[src/rtl/cfg_chain_loader.sv]
// Configuration shift-chain loader: takes parallel words over valid/ready, shifts them
// LSB-first onto CHAINS chains, then issues a timed set pulse. Optional macro CFG_SHIFT_DIV_EN.
module cfg_chain_loader #(
  parameter int CHAINS     = 4,
  parameter int WORD       = 8,
  parameter int CHAIN_LEN  = 20,
  parameter int SET_CYCLES = 2,
  parameter int DIV        = 4
) (
  input  logic                     i_clk,
  input  logic                     i_rst,
  input  logic                     i_start,
  input  logic                     i_abort,
  input  logic                     i_in_valid,
  output logic                     o_in_ready,
  input  logic [CHAINS*WORD-1:0]   i_in_data,
  output logic                     o_cen_out,
  output logic [CHAINS-1:0]        o_shift_out,
  output logic                     o_set_out,
  output logic                     o_busy,
  output logic                     o_done
);

  localparam int REM_W = $clog2(CHAIN_LEN + 1);
  localparam int WB_W  = $clog2(WORD + 1);
  localparam int SC_W  = $clog2(SET_CYCLES + 1);

  typedef enum logic [2:0] {
    S_IDLE  = 3'd0,
    S_LOAD  = 3'd1,
    S_SHIFT = 3'd2,
    S_SET   = 3'd3,
    S_DONE  = 3'd4
  } state_t;

  if (CHAINS < 1 || WORD < 1 || CHAIN_LEN < 1 || SET_CYCLES < 1 || DIV < 1) begin : g_bad_param
    $error("cfg_chain_loader: all parameters must be >= 1");
  end

  state_t                   r_state;
  state_t                   w_state_nxt;
  logic [REM_W-1:0]         r_rem;
  logic [WB_W-1:0]          r_wbits;
  logic [WB_W-1:0]          w_take;
  logic [SC_W-1:0]          r_set_cnt;
  logic [CHAINS*WORD-1:0]   r_sreg;
  logic [CHAINS*WORD-1:0]   w_in_shr;
  logic [CHAINS*WORD-1:0]   w_sreg_shr;
  logic [CHAINS-1:0]        w_in_lsb;
  logic [CHAINS-1:0]        w_sreg_lsb;
  logic                     w_cen_nxt;
  logic                     w_accept;

  logic                     r_cen;
  logic [CHAINS-1:0]        r_shift;
  logic                     r_ready;
  logic                     r_set;
  logic                     r_busy;
  logic                     r_done;

  assign w_accept = (r_state == S_LOAD) && i_in_valid;

  // Last word of a frame may be partial: only the bits still owed to the chain are shifted.
  always_comb begin
    if (int'(r_rem) < WORD) w_take = WB_W'(r_rem);
    else                    w_take = WB_W'(WORD);
  end

  always_comb begin
    w_in_lsb   = '0;
    w_sreg_lsb = '0;
    w_in_shr   = '0;
    w_sreg_shr = '0;
    for (int c = 0; c < CHAINS; c++) begin
      w_in_lsb[c]                 = i_in_data[c*WORD];
      w_sreg_lsb[c]               = r_sreg[c*WORD];
      w_in_shr[c*WORD +: WORD]    = i_in_data[c*WORD +: WORD] >> 1;
      w_sreg_shr[c*WORD +: WORD]  = r_sreg[c*WORD +: WORD] >> 1;
    end
  end

  always_comb begin
    w_state_nxt = r_state;
    case (r_state)
      S_IDLE:  if (i_start) w_state_nxt = S_LOAD;
      S_LOAD:  if (i_in_valid) w_state_nxt = S_SHIFT;
      S_SHIFT: begin
        if (r_cen && (r_wbits == WB_W'(1))) begin
          if (r_rem == REM_W'(1)) w_state_nxt = S_SET;
          else                    w_state_nxt = S_LOAD;
        end
      end
      S_SET:   if (r_set_cnt == '0) w_state_nxt = S_DONE;
      S_DONE:  w_state_nxt = S_IDLE;
      default: w_state_nxt = S_IDLE;
    endcase
    // Abort wins over everything; in IDLE it also suppresses a simultaneous start.
    if (i_abort) w_state_nxt = S_IDLE;
  end

`ifdef CFG_SHIFT_DIV_EN
  localparam int DV_W = $clog2(DIV + 1);
  logic [DV_W-1:0] r_div;
  logic [DV_W-1:0] w_div_nxt;

  // Down-counter reloads on SHIFT entry; a tick is the cycle where it reads zero.
  always_comb begin
    if (r_state != S_SHIFT)  w_div_nxt = DV_W'(DIV);
    else if (r_div == '0)    w_div_nxt = DV_W'(DIV - 1);
    else                     w_div_nxt = r_div - DV_W'(1);
    w_cen_nxt = (w_state_nxt == S_SHIFT) && (w_div_nxt == '0);
  end

  always_ff @(posedge i_clk or negedge i_rst) begin
    if (!i_rst) r_div <= '0;
    else        r_div <= w_div_nxt;
  end
`else
  assign w_cen_nxt = (w_state_nxt == S_SHIFT);
`endif

  always_ff @(posedge i_clk or negedge i_rst) begin
    if (!i_rst) begin
      r_state   <= S_IDLE;
      r_cen     <= 1'b0;
      r_ready   <= 1'b0;
      r_set     <= 1'b0;
      r_busy    <= 1'b0;
      r_done    <= 1'b0;
    end else begin
      r_state   <= w_state_nxt;
      r_cen     <= w_cen_nxt;
      r_ready   <= (w_state_nxt == S_LOAD);
      r_set     <= (w_state_nxt == S_SET);
      r_busy    <= (w_state_nxt != S_IDLE);
      r_done    <= (w_state_nxt == S_DONE);
    end
  end

  // Outputs are registered from the next state, so the bit presented is loaded one edge early.
  always_ff @(posedge i_clk or negedge i_rst) begin
    if (!i_rst) begin
      r_shift <= '0;
      r_sreg  <= '0;
    end else if (w_cen_nxt) begin
      if (r_state == S_LOAD) begin
        r_shift <= w_in_lsb;
        r_sreg  <= w_in_shr;
      end else begin
        r_shift <= w_sreg_lsb;
        r_sreg  <= w_sreg_shr;
      end
    end else begin
      if (w_accept && (w_state_nxt == S_SHIFT)) r_sreg <= i_in_data;
      if (w_state_nxt != S_SHIFT) r_shift <= '0;
    end
  end

  always_ff @(posedge i_clk or negedge i_rst) begin
    if (!i_rst) begin
      r_rem     <= '0;
      r_wbits   <= '0;
      r_set_cnt <= '0;
    end else begin
      if ((r_state == S_IDLE) && (w_state_nxt == S_LOAD)) r_rem <= REM_W'(CHAIN_LEN);
      else if ((r_state == S_SHIFT) && r_cen)            r_rem <= r_rem - REM_W'(1);

      if (w_accept && (w_state_nxt == S_SHIFT))          r_wbits <= w_take;
      else if ((r_state == S_SHIFT) && r_cen)            r_wbits <= r_wbits - WB_W'(1);

      if (w_state_nxt == S_SET) begin
        if (r_state == S_SET) r_set_cnt <= r_set_cnt - SC_W'(1);
        else                  r_set_cnt <= SC_W'(SET_CYCLES - 1);
      end
    end
  end

  assign o_in_ready  = r_ready;
  assign o_cen_out   = r_cen;
  assign o_shift_out = r_shift;
  assign o_set_out   = r_set;
  assign o_busy      = r_busy;
  assign o_done      = r_done;

endmodule

[config.mk]
export PLATFORM = sky130hd
export DESIGN_NAME = cfg_chain_loader
export DESIGN_NICKNAME = d
export VERILOG_FILES = /design/src/rtl/cfg_chain_loader.sv
export SDC_FILE = /design/constraint.sdc
export NUM_CORES = 1
export LEC_CHECK = 0
export ABC_AREA = 1
export CAP_MARGIN = 25
export CORE_MARGIN = 1.5
export CORE_UTILIZATION = 58
export CTS_CLUSTER_DIAMETER = 30
export DETAILED_ROUTE_END_ITERATION = 10
export PLACE_DENSITY_LB_ADDON = 0.1
export REMOVE_ABC_BUFFERS = 1
export SETUP_SLACK_MARGIN = 0.1
export SLEW_MARGIN = 0
export SYNTH_ARGS = -nofsm -noshare
export SYNTH_HDL_FRONTEND = slang
export SYNTH_SLANG_ARGS = --single-unit
[constraint.sdc]
create_clock -name i_clk -period 3.26 [get_ports i_clk]
set_input_delay 0.652 -clock i_clk [delete_from_list [all_inputs] [get_ports i_clk]]
set_output_delay 0.652 -clock i_clk [all_outputs]
set_load 0.05 [all_outputs]
Word-level counts from Yosys, hierarchy flattened
Cells that the tools add are included.
{"block": "totals", "inputBits": 37, "elab_cells": 56, "output_inout_bits": 9, "register_bits": 55}
{"block": "classes", "n_mux": 19, "order_cmp": 1, "n_reduce_logical": 12, "n_eq_ne": 10, "addsub": 3}
{"cell": "$mux W32", "count": 2}
{"cell": "$mux W31", "count": 1}
{"cell": "$mux W4", "count": 6}
{"cell": "$mux W3", "count": 5}
{"cell": "$eq A3 B2 Y1 const B", "count": 4}
{"cell": "$pmux W3 S4", "count": 1}
{"cell": "$mux W5", "count": 2}
{"cell": "$reduce_bool A2 Y1", "count": 4}
{"cell": "$eq A3 B1 Y1 const B", "count": 2}
{"cell": "$eq A5 B1 Y1 const B", "count": 1}
{"cell": "$logic_and A1 B1 Y1", "count": 5}
{"cell": "$lt A5 B4 Y1 const B", "count": 1}
{"cell": "$sub A5 B1 Y5 const B", "count": 1}
{"cell": "$eq A4 B1 Y1 const B", "count": 1}
{"cell": "$mux W2", "count": 2}
{"cell": "$sub A4 B1 Y4 const B", "count": 1}
{"cell": "$eq A3 B3 Y1 const B", "count": 1}
{"cell": "$logic_not A3 Y1", "count": 1}
{"cell": "$ne A3 B2 Y1 const B", "count": 1}
{"cell": "$reduce_bool A3 Y1", "count": 1}
{"cell": "$logic_not A2 Y1", "count": 1}
{"cell": "$sub A2 B1 Y2 const B", "count": 1}

Depth between registers and ports, before layout
Gate-level depths: netlist of the first run.
{"block": "logic_depth", "word_depth": 9, "ltp_mapped": 16, "depth_no_buf": 14}

Least setup slack after synthesis of the first run
OpenSTA, ideal clock, no wires.
{"block": "synth_path", "kind": "flip-flop to flip-flop", "from": "register r_cen, in the netlist o_cen_out", "to": "register r_sreg[0]", "period_less_slack_ps": 1775, "slack_ps": 1485, "t_required_ps": 3146, "setup_ps": 114, "path_stages_with_launch": 14, "path_buffers": 2, "arrival_ps": 1660, "path_cell_list": "dfrtp_1 -> nand2_1 -> nor2_1 -> nand2_1 -> nand2_2 -> nand2_4 -> nand2_4 -> clkinv_4 -> nand2_8 -> inv_4 -> buf_8 -> buf_12 -> nand2_4 -> nand2_2"}
{"block": "synth_via", "elab_chain_cells": 7, "elab_cells_between_ends": 8, "cone_classes": "eq/ne (1); mux (4); reduce/logical (3)"}
{"item": "start: declaration", "line": "54", "rtl": "logic r_cen;"}
{"item": "start signal: assignment", "line": "132", "rtl": "r_cen <= w_cen_nxt;"}
{"item": "$logic_and A1 B1 Y1 *", "line": "88", "rtl": "if (r_cen && (r_wbits == WB_W'(1))) begin"}
{"item": "$mux W3 *", "line": "88"}
{"item": "$pmux W3 S4 *", "line": "84", "rtl": "case (r_state)"}
{"item": "$mux W3 *", "line": "98", "rtl": "if (i_abort) w_state_nxt = S_IDLE;"}
{"item": "named net w_state_nxt[1]", "line": "41", "rtl": "state_t w_state_nxt;"}
{"item": "$eq A3 B2 Y1 *", "line": "119, 154"}
{"item": "$logic_and A1 B1 Y1", "line": "154", "rtl": "if (w_accept && (w_state_nxt == S_SHIFT)) r_sreg <= i_in_data;"}
{"item": "$reduce_bool A2 Y1 (no source line)"}
{"item": "end signal: assignment", "line": "148", "rtl": "r_sreg <= w_in_shr;"}
{"item": "end signal: assignment", "line": "151", "rtl": "r_sreg <= w_sreg_shr;"}
{"item": "end signal: assignment", "line": "154"}
{"item": "end: declaration", "line": "46", "rtl": "logic [CHAINS*WORD-1:0] r_sreg;"}
Mark *: on every way through the listed nets, which the timed path passes. The rest lies on a longest branch.
A chain may end at the register's enable or synchronous reset.

Worst setup path after layout of the first run
{"block": "layout_path", "from": "register r_cen, in the netlist o_cen_out", "to": "output port o_cen_out"}
{"item": "end: declaration", "line": "17", "rtl": "output logic o_cen_out,"}
No word-level cell between the ends.

==> flow_summary.json, run 1 <==
{
  "power.total_w": 0.001966,
  "syn_to_final_growth_pct": 19.20,
  "highest_layer": "met4",
  "cts_setup_buffers": 0,
  "worst-path-buf-inv": 1,
  "p_int_w": 0.001331,
  "period_minus_slack_ns": 2.172,
  "synth_xor_area_share_pct": 0.9079,
  "synthAdderAreaFrac_pct": 2.162,
  "route.met2.wl_mm": 2.629,
  "ys_types": 29,
  "crit_family": "buffers and inverters",
  "h-tree-depth": 2,
  "fin_crit_sh_pct": 66.63,
  "die_h_um": 73.64,
  "remaining_drc_errors": 0,
  "p_comb_share_pct": 31.7,
  "ys.warnings.count": 0,
  "critPathArrivalTime_ns": 1.52,
  "slowest_delay_ns": 0.82,
  "reg2reg_to": "r_sreg[12]",
  "antenna_left": 0,
  "irDropWorstVdd_uv": 334.6,
  "rr_worst_depth": 14,
  "cap_viol_max_count": 0,
  "tritoncts": "yes",
  "grt_pass1_wl_mm": 8.811,
  "gp_congestion": 0.8805,
  "clk_pin_slew_ns": 0.09,
  "core_sq_um": 4755,
  "antennaDiodeCount": 0,
  "rows": 25,
  "netlist_area_sq_um": 2894,
  "outcome": "completed",
  "yosys.area_share.simple_pct": 28.84,
  "fin_worst_skew_ns": 0.005225,
  "grtUsageTotal_pct": 20.94,
  "crit_required_ns": 2.61,
  "n_fill_cell": 389,
  "cp-end-kind": "output pin",
  "avgRoutedWirePerCell_um": 11.95,
  "power_leakage_nw": 1.848,
  "clockRootBuffer": "clkbuf_8",
  "antenna_found_initial": 0,
  "post_cts_resized": 0,
  "fin_nets": 401,
  "r2r-start": "r_rem[1]",
  "powerDensity_nw_per_um2": 570.0,
  "fin_cells": 426,
  "route.met3.wl_um": 136,
  "final_max_slew_viol_count": 0,
  "grt_max_degree": 56,
  "rsz0062_at_grt": "no",
  "worst-path-stages": 1,
  "syn_area_per_cell_sq_um": 9.187,
  "clkLatencyLatePin_ns": 0.30,
  "final_layout_size_suffix_gt1_share_pct": 20.61,
  "fin_util_pct": 72.55,
  "first_iter_violations": 63,
  "ys_seq_area_share_pct": 47.56,
  "p_seq_share_pct": 49.4,
  "clock-sinks": 55,
  "fmax_mhz": 460.3,
  "viasPerCell": 4.932,
  "vias": 2101,
  "cp_max_fo": 3,
  "die_x_um": 73.64,
  "criticalPathCategory": "reg2out",
  "start_util_pct": 60.87,
  "synth_compound_area_share_pct": 2.853,
  "r2r_slack_ns": 1.26,
  "cp_cell_sequence": "clkdlybuf4s50_1",
  "finalSetupTns_ns": 0,
  "synth_mux_area_share_pct": 10.89,
  "wl_met1_mm": 2.263,
  "p_clk_share_pct": 18.9,
  "io_pins": 46,
  "synth_top_family_by_area": "simple AND/OR/NAND/NOR gates",
  "overflow": 0,
  "clk_path_buf_depth": 2,
  "hold_viol_final": 0,
  "grt_pass1_vias": 2104,
  "die_area_sq_um": 5422,
  "slowest_stage": "clkdlybuf4s50_1",
  "power_switching_w": 0.0006356,
  "ys_ff_latch": 55,
  "dpl.cell_count": 419,
  "cts_buffers": 5,
  "wl_mm": 5.090,
  "syn_inst": 315,
  "hold_buffers": 0,
  "dpl.hpwl_mm": 3.520,
  "tightest_slew_ns": 0.6767,
  "start_kind": "register",
  "relSlewSlack_pct": 54.89,
  "sw_frac_of_total_pct": 32.33,
  "portBuffers": 45,
  "hold_class": "in2async",
  "first_pass_iters": 4,
  "setup_viol": 0
}
-- layout by cell type (no fill, tap or decap) --
| cell | instances |
|---|---|
| xnor2_1 | 2 |
| o21ai_0 | 9 |
| ha_1 | 5 |
| nand2_8 | 1 |
| clkbuf_8 | 6 |
| o22ai_1 | 1 |
| nand3_1 | 13 |
| mux2_2 | 28 |
| inv_1 | 25 |
| inv_2 | 3 |
| buf_2 | 1 |
| xor2_1 | 1 |
| clkinv_2 | 1 |
| nor3_1 | 4 |
| inv_4 | 1 |
| nand3b_1 | 1 |
| nand2_2 | 14 |
| nand2_1 | 97 |
| or2_2 | 1 |
| nand2_4 | 13 |
| a31oi_1 | 1 |
| buf_4 | 2 |
| clkinv_4 | 1 |
| a21oi_1 | 5 |
| nor2_4 | 2 |
| nand4_1 | 5 |
| nor2_1 | 17 |
| clkdlybuf4s50_1 | 44 |
| dfrtp_1 | 55 |
-- per-stage QoR --
step                      area, sq um  worst slack (ns)  hold slack, ns
after detailed placement         3362            0.8325          0.4521
after global placement           3362            0.8830          0.4437
after floorplan                  2818             1.412          0.3564
final                            3450             1.088          0.4674
after CTS                        3450             1.073          0.4746
after global routing             3450             1.039          0.4982
-- layer usage --
layer / vias to the layer above / GRT usage [%]
met5: - / 0
met4: 0 / 6.173
met1: 987 / 25.90
met2: 32 / 36.44
li1: 1076 / -
met3: 6 / 4.801
-- synthesized netlist by cell type --
cell	count	area, sq um
nand2_4	13	146.4
inv_4	1	6.260
nand4_1	5	31.28
xnor2_1	2	17.52
dfrtp_1	55	1376
nand2_1	97	364.1
nand2_2	14	87.58
o22ai_1	1	6.260
inv_2	3	11.26
buf_1	1	3.750
nand2_8	1	20.02
nand3b_1	1	7.510
a21oi_1	5	25.02
clkinv_4	1	8.760
nor2_1	17	63.81
or2_2	1	6.260
buf_8	1	15.01
inv_1	25	93.84
a31oi_1	1	6.260
buf_12	1	20.02
nor2_4	2	22.52
nor3_1	4	20.02
buf_2	6	30.03
buf_4	1	7.510
mux2_2	28	315.3
xor2_1	1	8.760
nand3_1	13	65.06
o21ai_0	9	45.04
ha_1	5	62.56
-- worst max-delay path by stage --
stage                from         end  slack [ns]
4_1_cts         o_cen_out   o_cen_out        1.07
3_3_place_gp   i_in_valid  r_sreg[25]        0.88
3_5_place_dp   i_in_valid  r_sreg[12]        0.83
5_1_grt        i_in_valid  r_sreg[16]        1.04
2_1_floorplan  r_state[1]   r_sreg[0]        1.41
6_report        o_cen_out   o_cen_out        1.09
-- power by group through the flow --
stage	Combinational (W)	Clock [W]	Sequential (W)
after global placement	0.000610	0	0.000978
after floorplan	0.000461	0	0.000980
after global routing	0.000711	0.000408	0.000998
after CTS	0.000633	0.000385	0.000968
after detailed placement	0.000628	0	0.000980
final	0.000623	0.000372	0.000971
-- state kept, by name (all words and copies together), names as in the netlist --
| signal | cells |
|---|---|
| r_rem | 5 |
| o_set_out | 1 |
| r_sreg | 32 |
| o_done | 1 |
| o_cen_out | 1 |
| r_state | 3 |
| r_wbits | 4 |
| o_in_ready | 1 |
| o_shift_out | 4 |
| o_busy | 1 |
| r_set_cnt | 2 |
-- area by class of cell --
| class | count | area [sq um] | share of cell area [%] |
|---|---|---|---|
| timing repair buffer | 47 | 460.4 | 13.35 |
| clock inverter | 1 | 5.005 | 0.1451 |
| tap | 67 | 83.83 | 2.430 |
| inverter | 30 | 120.1 | 3.482 |
| clock buffer | 6 | 82.58 | 2.394 |
| multi-input combinational | 220 | 1321 | 38.30 |
| sequential | 55 | 1376 | 39.90 |
-- logic make-up after synthesis --
group / Yosys count
AND/OR/NAND/NOR: 168
flip-flops: 55
buffers and inverters: 40
multiplexers: 28
AO/OA/AOI/OAI: 16
adder cells (fa/ha/maj): 5
XOR/XNOR: 3
Power figures use the tool's default switching activity.
==> run 2, diff against run 1 <==
--- a/config.mk
+++ b/config.mk
@@ -8,7 +8,7 @@
 export ABC_AREA = 1
 export CAP_MARGIN = 25
 export CORE_MARGIN = 1.5
-export CORE_UTILIZATION = 58
+export CORE_UTILIZATION = 48
 export CTS_CLUSTER_DIAMETER = 30
 export DETAILED_ROUTE_END_ITERATION = 10
 export PLACE_DENSITY_LB_ADDON = 0.1
==> constraint.sdc (replaced) <==
create_clock -name i_clk -period 1.8 [get_ports i_clk]
set_input_delay 0.36 -clock i_clk [delete_from_list [all_inputs] [get_ports i_clk]]
set_output_delay 0.36 -clock i_clk [all_outputs]
set_load 0.05 [all_outputs]
==> flow_summary.json, run 2 (synthesized netlist as in run 1, its figures left out) <==
{
  "outcome": "completed",
  "die_h_um": 80.65,
  "grt_max_degree": 33,
  "antenna_left": 0,
  "final_common_cell": "nand2_1",
  "relSlewSlack_pct": 66.27,
  "tightest_slew_ns": 0.5059,
  "setup_viol": 0,
  "criticalPathCategory": "reg2reg",
  "fin_worst_skew_ns": 0.008023,
  "gp_congestion": 0.8823,
  "first_pass_iters": 4,
  "start_kind": "register",
  "fmax_mhz": 587.9,
  "wl_mm": 5.687,
  "first_iter_violations": 75,
  "top_regs": "r_sreg: 32 flops, r_rem: 5 flops",
  "crit_required_ns": 1.99,
  "clkLatencyLatePin_ns": 0.30,
  "cp-end-kind": "register",
  "remaining_drc_errors": 0,
  "final_layout_size_suffix_gt1_share_pct": 32.55,
  "final_cell_mix": "92 x nand2_1, 53 x dfrtp_1, 35 x clkdlybuf4s50_1",
  "rsz0062_at_grt": "yes",
  "cts_buffers": 5,
  "cap_viol_max_count": 0,
  "io_pins": 46,
  "powerDensity_nw_per_um2": 984.5,
  "p_seq_share_pct": 47.8,
  "dpl.hpwl_mm": 3.888,
  "antenna_found_initial": 0,
  "final_max_slew_viol_count": 0,
  "fin_nets": 422,
  "start_util_pct": 49.17,
  "grtUsageTotal_pct": 18.12,
  "vias": 2187,
  "period_minus_slack_ns": 1.701,
  "clk_pin_slew_ns": 0.09,
  "fin_cells": 456,
  "antennaDiodeCount": 0,
  "h-tree-depth": 2,
  "grt_pass1_vias": 2090,
  "rows": 28,
  "irDropWorstVdd_uv": 493.3,
  "viasPerCell": 4.796,
  "hold_viol_final": 0,
  "whs_ns": 0.01807,
  "core_sq_um": 5886,
  "largest_reg_flops": 32,
  "p_clk_share_pct": 17.7,
  "hold_buffers": 0,
  "grt_pass1_wl_mm": 9.101,
  "clockRootBuffer": "clkbuf_8",
  "die_x_um": 80.65,
  "rr_worst_depth": 14,
  "sw_frac_of_total_pct": 33.03,
  "r2r_slack_ns": 0.1,
  "syn_to_final_growth_pct": 30.18,
  "critPathArrivalTime_ns": 1.89,
  "hold_class": "in2async",
  "power_switching_w": 0.001225,
  "die_area_sq_um": 6504,
  "clock-sinks": 55,
  "regMostFlops": "r_sreg",
  "cp_max_fo": 7,
  "overflow": 0,
  "p_comb_share_pct": 34.5,
  "power_leakage_nw": 1.991,
  "avgRoutedWirePerCell_um": 12.47,
  "tritoncts": "yes",
  "fin_crit_sh_pct": 94.50,
  "p_int_w": 0.002484,
  "clk_path_buf_depth": 2,
  "portBuffers": 45,
  "dpl.cell_count": 438
}
## run 2: changes by cell type in the layout (fill, tap and decap cells not counted), sizes merged
cell / before / now
buf: 3 / 31
clkinv: 2 / 1
clkbuf: 6 / 9
clkdlybuf4s50: 44 / 35
inv: 29 / 30
## run 2: area by class of cell
cell class                      instances  area (sq um)
Tap cell                               75         93.84
Clock inverter                          1         5.005
Sequential cell                        55          1379
Fill cell                             516          2118
Multi-Input combinational cell        220          1383
Timing Repair Buffer                   68         700.7
Clock buffer                            7         76.32
Inverter                               30         130.1
## run 2: worst max-delay path: stages, from the launching register on
cell and delay (ns):
dfrtp_1 0.40, inv_2 0.09, ha_4 0.13, nand2_2 0.05
inv_2 0.05, nand2_2 0.05, nor2_2 0.11, nor2_1 0.05
nand2_1 0.11, nand2_4 0.12, nand2_8 0.12, inv_8 0.05
clkbuf_16 0.15, nand2_1 0.05, nand2_1 0.05
## run 2: metal layers
layer  up-vias  track usage [%]  wire length (um)
met5         -                0                 0
met3         7            4.318               209
met4         0            4.655                74
met2        36            30.50              2797
li1       1123                -                 -
met1      1021            23.32              2605
## run 2: through the flow
stage / utilization [%] / total power (W) / setup TNS, ns / instance area [sq um] / setup WS (ns)
detailed placement: 59.38 / 0.002964 / -0.04492 / 3495 / -0.02213
global placement: 59.38 / 0.002926 / -0.01789 / 3495 / -0.01094
finish: 64.01 / 0.003709 / 0 / 3767 / 0.09906
global route: 64.01 / 0.003987 / -0.2732 / 3767 / -0.02669
CTS: 60.80 / 0.003636 / 0 / 3578 / 0.1077
floorplan: - / 0.002610 / -0.8121 / 2818 / -0.04795
## run 2: final timing paths
kind                                 start              to
min in group i_clk              r_sreg[31]      r_sreg[31]
worst min-delay path                 i_rst  o_shift_out[2]
max in group asynchronous            i_rst          o_busy
worst max-delay path            r_wbits[1]      r_sreg[20]
worst max register to register  r_wbits[1]      r_sreg[20]
worst min register to register  r_sreg[31]      r_sreg[31]
## run 2: repair_timing
item | CTS | global route
resized for setup | 2 | 28
setup buffers | 0 | 8
hold endpoints to repair | 0 | 0
pin swaps | 0 | 10
setup endpoints to repair | 18 | 47
gates cloned | 0 | 2
## run 2: power by group through the flow
stage                     sequential, W  clock, W  combinational [W]
final                           0.00177  0.000656            0.00128
after global routing            0.00181  0.000726            0.00145
after CTS                       0.00177  0.000684            0.00119
after detailed placement        0.00179         0            0.00118
after global placement          0.00177         0            0.00116
after floorplan                 0.00178         0           0.000835
